--- src/rtl/seq_detector_param.sv ---
// Serial pattern detector: PATTERN_LEN-bit pattern on X, registered one-cycle match pulse Y.
// Define SEQDET_COUNT_EN to add a saturating hit counter (count_clr / count ports).
module seq_detector_param #(
    parameter int                     PATTERN_LEN = 4,
    parameter logic [PATTERN_LEN-1:0] PATTERN     = 4'b1111,
    parameter int                     COUNT_W     = 8
) (
    input  logic                                 clk,
    input  logic                                 reset,
    input  logic                                 X,
    input  logic                                 en,
    input  logic                                 overlap,
`ifdef SEQDET_COUNT_EN
    input  logic                                 count_clr,
    output logic [COUNT_W-1:0]                   count,
`endif
    output logic                                 Y,
    output logic [$clog2(PATTERN_LEN+1)-1:0]     fill
);

    localparam int FW = $clog2(PATTERN_LEN+1);
    localparam logic [FW-1:0] FULL = FW'(PATTERN_LEN);
    localparam logic [FW-1:0] LAST = FW'(PATTERN_LEN-1);

    // The oldest history bit is shifted out before it is ever compared, so only
    // the newest PATTERN_LEN-1 bits need storing.
    logic [PATTERN_LEN-2:0] shreg;
    logic [PATTERN_LEN-1:0] cand;
    logic                   hit;

    always_comb begin
        cand = {shreg, X};
        hit  = en && (fill >= LAST) && (cand == PATTERN);
    end

    always_ff @(posedge clk) begin
        if (!reset) begin
            shreg <= '0;
            fill  <= '0;
            Y     <= 1'b0;
        end else begin
            Y <= hit;
            if (en) begin
                shreg <= cand[PATTERN_LEN-2:0];
                // Non-overlap restarts the fill count but keeps history bits.
                if (hit && !overlap)
                    fill <= '0;
                else if (fill != FULL)
                    fill <= fill + 1'b1;
            end
        end
    end

`ifdef SEQDET_COUNT_EN
    always_ff @(posedge clk) begin
        if (!reset)
            count <= '0;
        else if (count_clr)
            count <= COUNT_W'(hit);
        else if (hit && (count != '1))
            count <= count + 1'b1;
    end
`endif

endmodule
--- config.mk ---
export PLATFORM = sky130hd
export DESIGN_NAME = seq_detector_param
export DESIGN_NICKNAME = d
export VERILOG_FILES = /design/src/rtl/seq_detector_param.sv
export SDC_FILE = /design/constraint.sdc
export NUM_CORES = 1
export LEC_CHECK = 0
export CORE_AREA = 5 5 42 44
export CTS_BUF_LIST = sky130_fd_sc_hd__clkbuf_8
export DETAILED_ROUTE_END_ITERATION = 6
export DIE_AREA = 0 0 47 49
export GPL_TIMING_DRIVEN = 0
export PLACE_DENSITY = 0.55
export SYNTH_ARGS = -nofsm -noshare
export SYNTH_HDL_FRONTEND = slang
export SYNTH_SLANG_ARGS = --single-unit
--- constraint.sdc ---
create_clock -name clk -period 2.9 [get_ports clk]
set_input_delay 0.58 -clock clk [delete_from_list [all_inputs] [get_ports clk]]
set_output_delay 0.58 -clock clk [all_outputs]
set_load 0.005 [all_outputs]
==> impl_metrics.json <==
{
  "cts_root_buffer": "clkbuf_8",
  "io_buffers": 7,
  "routed_wl_um": 590,
  "drv_slew": 0,
  "grt_pass1_vias": 244,
  "cts_tree": "done",
  "die_width_um": 47,
  "cts_setup_buffers": 0,
  "holdBufCountCts": 0,
  "max_slew.worst_pin.slew_ns": 0.3312,
  "cts_buffers": 3,
  "maxCapViolCount": 0,
  "setup_viol": 0,
  "grt_max_degree": 10,
  "final_cell_mix": "7 x dfxtp_1, 7 x clkdlybuf4s50_1, 5 x inv_1",
  "skew_ns": 0.003706,
  "grt_use_total_pct": 6.069,
  "hold_path.class": "reg -> reg",
  "io_pins": 9,
  "cts.htree.levels": 1,
  "cp_cell_sequence": "clkdlybuf4s50_1 -> nand2_1 -> o41ai_4 -> o22ai_1 -> a21o_1",
  "power_mw": 0.2949,
  "gp_congestion": 0.6489,
  "power_frac_comb_pct": 17.0,
  "outcome": "completed",
  "synth_nets": 45,
  "core_area_um2": 1401,
  "crit_family": "compound AO/OA/AOI/OAI gates",
  "path_clk_slew_ns": 0.04,
  "n_antenna_cell": 0,
  "peakVddDrop_v": 0.0002710,
  "drc_errors": 0,
  "drive_gt1_share_pct": 14.58,
  "finalNetCount": 57,
  "p_leak_nw": 0.2162,
  "switchingPower_mw": 0.07124,
  "grt_pass1_wl_um": 966,
  "ys_types": 18,
  "place_area_um2": 452.9,
  "max_stage_delay_ns": 0.47,
  "clock_power_share_pct": 44.7,
  "viasPerCell": 4.453,
  "power_density_nw_per_um2": 592.2,
  "clk_latency_ns": 0.22,
  "final.min_clock_period_ns": 1.774,
  "fin_crit_sh_pct": 61.17,
  "max-slew-margin-rel_pct": 77.84,
  "ctsResizeCount": 0,
  "netlist_area_um2": 362.8,
  "syn_area_per_cell_um2": 9.807,
  "wire_per_inst_um": 9.219,
  "hold_viol": 0,
  "yosysSeqAreaShare_pct": 38.62,
  "finalInstanceArea_um2": 498.0,
  "timing_worst_setup_path_type": "in -> reg",
  "p_int_mw": 0.2237,
  "syn_inst": 37,
  "fmax_mhz": 563.7,
  "place_hpwl_um": 475.4,
  "endpoint_kind": "flip-flop",
  "start_kind": "input pin",
  "yosys_warnings": 0,
  "cts_buffer_depth": 2,
  "vias": 285,
  "rsz0062_at_grt": "false",
  "tns_ns": 0,
  "syn2layout_area_growth_pct": 37.24,
  "ant_nets": 0,
  "dieHeight_um": 49,
  "drt_iter0_drc": 1,
  "rows": 14,
  "dieArea_um2": 2303,
  "start_util_pct": 25.89,
  "cts_sinks": 7,
  "crit_slowest_cell": "clkdlybuf4s50_1",
  "ys_seq_elements": 7,
  "switching_share_pct": 24.16,
  "pwr-share-seq_pct": 38.2,
  "critPathMaxFanout": 4,
  "antenna_found_initial": 0,
  "critical_path_arrival_ns": 1.89,
  "critPathBufInv": 1,
  "first_pass_iters": 2,
  "overflow": 0,
  "cp.required_ns": 3.01
}
stage by stage:
stage | setup WS (ns) | hold WS, ns | cells | utilization, %
6_report | 1.126 | 0.5131 | 64 | 35.54
5_1_grt | 1.064 | 0.5411 | 64 | 35.54
4_1_cts | 1.109 | 0.5183 | 64 | 35.54
3_5_place_dp | 0.8954 | 0.5063 | 60 | 32.32
3_3_place_gp | 0.8828 | 0.4970 | 60 | 32.32
2_1_floorplan | 1.368 | 0.4810 | 37 | -
area by class of cell:
cell class,count,area [um^2]
clock buffer,3,41.29
fill,157,903.4
tap,16,20.02
buffer,1,7.507
clock inverter,1,3.754
multi-input combinational,25,200.2
inverter,4,15.01
sequential,7,140.1
timing repair buffer,7,70.07
Yosys cell counts:
cell type / n / area share, %
nand3_2: 1 / 2.8
o41ai_4: 1 / 7.6
nor4_1: 1 / 1.7
nor3_1: 1 / 1.4
a21o_1: 2 / 4.1
inv_1: 4 / 4.1
dfxtp_1: 7 / 39
nor2_1: 3 / 3.1
nand2b_1: 1 / 1.7
nand2_1: 4 / 4.1
o22ai_1: 1 / 1.7
ha_1: 3 / 10
a21oi_1: 1 / 1.4
nand3_1: 1 / 1.4
mux2i_1: 3 / 8.3
o31ai_1: 1 / 2.1
a211oi_2: 1 / 3.4
buf_4: 1 / 2.1
state kept, by name (all words and copies together), names as in the netlist:
signal and flops:
fill 3, shreg 3, Y 1
final timing paths:
check	depth (start not counted)	slack (ns)	end	from
setup / recovery	5	1.13	fill[0]	X
hold / removal	2	0.51	fill[1]	fill[1]
setup reg to reg	6	1.28	fill[0]	fill[0]
hold reg to reg	2	0.51	fill[1]	fill[1]
metal layers:
metal,share of wire (%),vias to the layer above,global-route usage [%]
met2,43,7,7.466
met3,8.1,0,2.214
met5,0,-,0
met4,0,0,4.147
li1,-,150,-
met1,49,128,8.407
power by group through the flow:
stage	logic (mW)	registers (mW)	clock network, mW
6_report	0.0502	0.113	0.132
5_1_grt	0.0573	0.114	0.144
4_1_cts	0.0514	0.113	0.135
3_5_place_dp	0.0511	0.115	0
3_3_place_gp	0.0513	0.115	0
2_1_floorplan	0.0302	0.114	0
worst reg2reg max path, delay by kind of cell, from the launching register on:
kind	cells	cell delay, ns
fa+ha+maj	2	0.33
compound gates	4	0.76
flops	1	0.42
logic make-up after synthesis:
group           share of synthesized area [%]
mux                                     8.276
simple gates                            16.21
flops                                   38.62
fa+ha+maj                               10.35
compound gates                          20.34
buf+inv                                 6.206
Note: power is estimated with default switching activity, not from simulation.
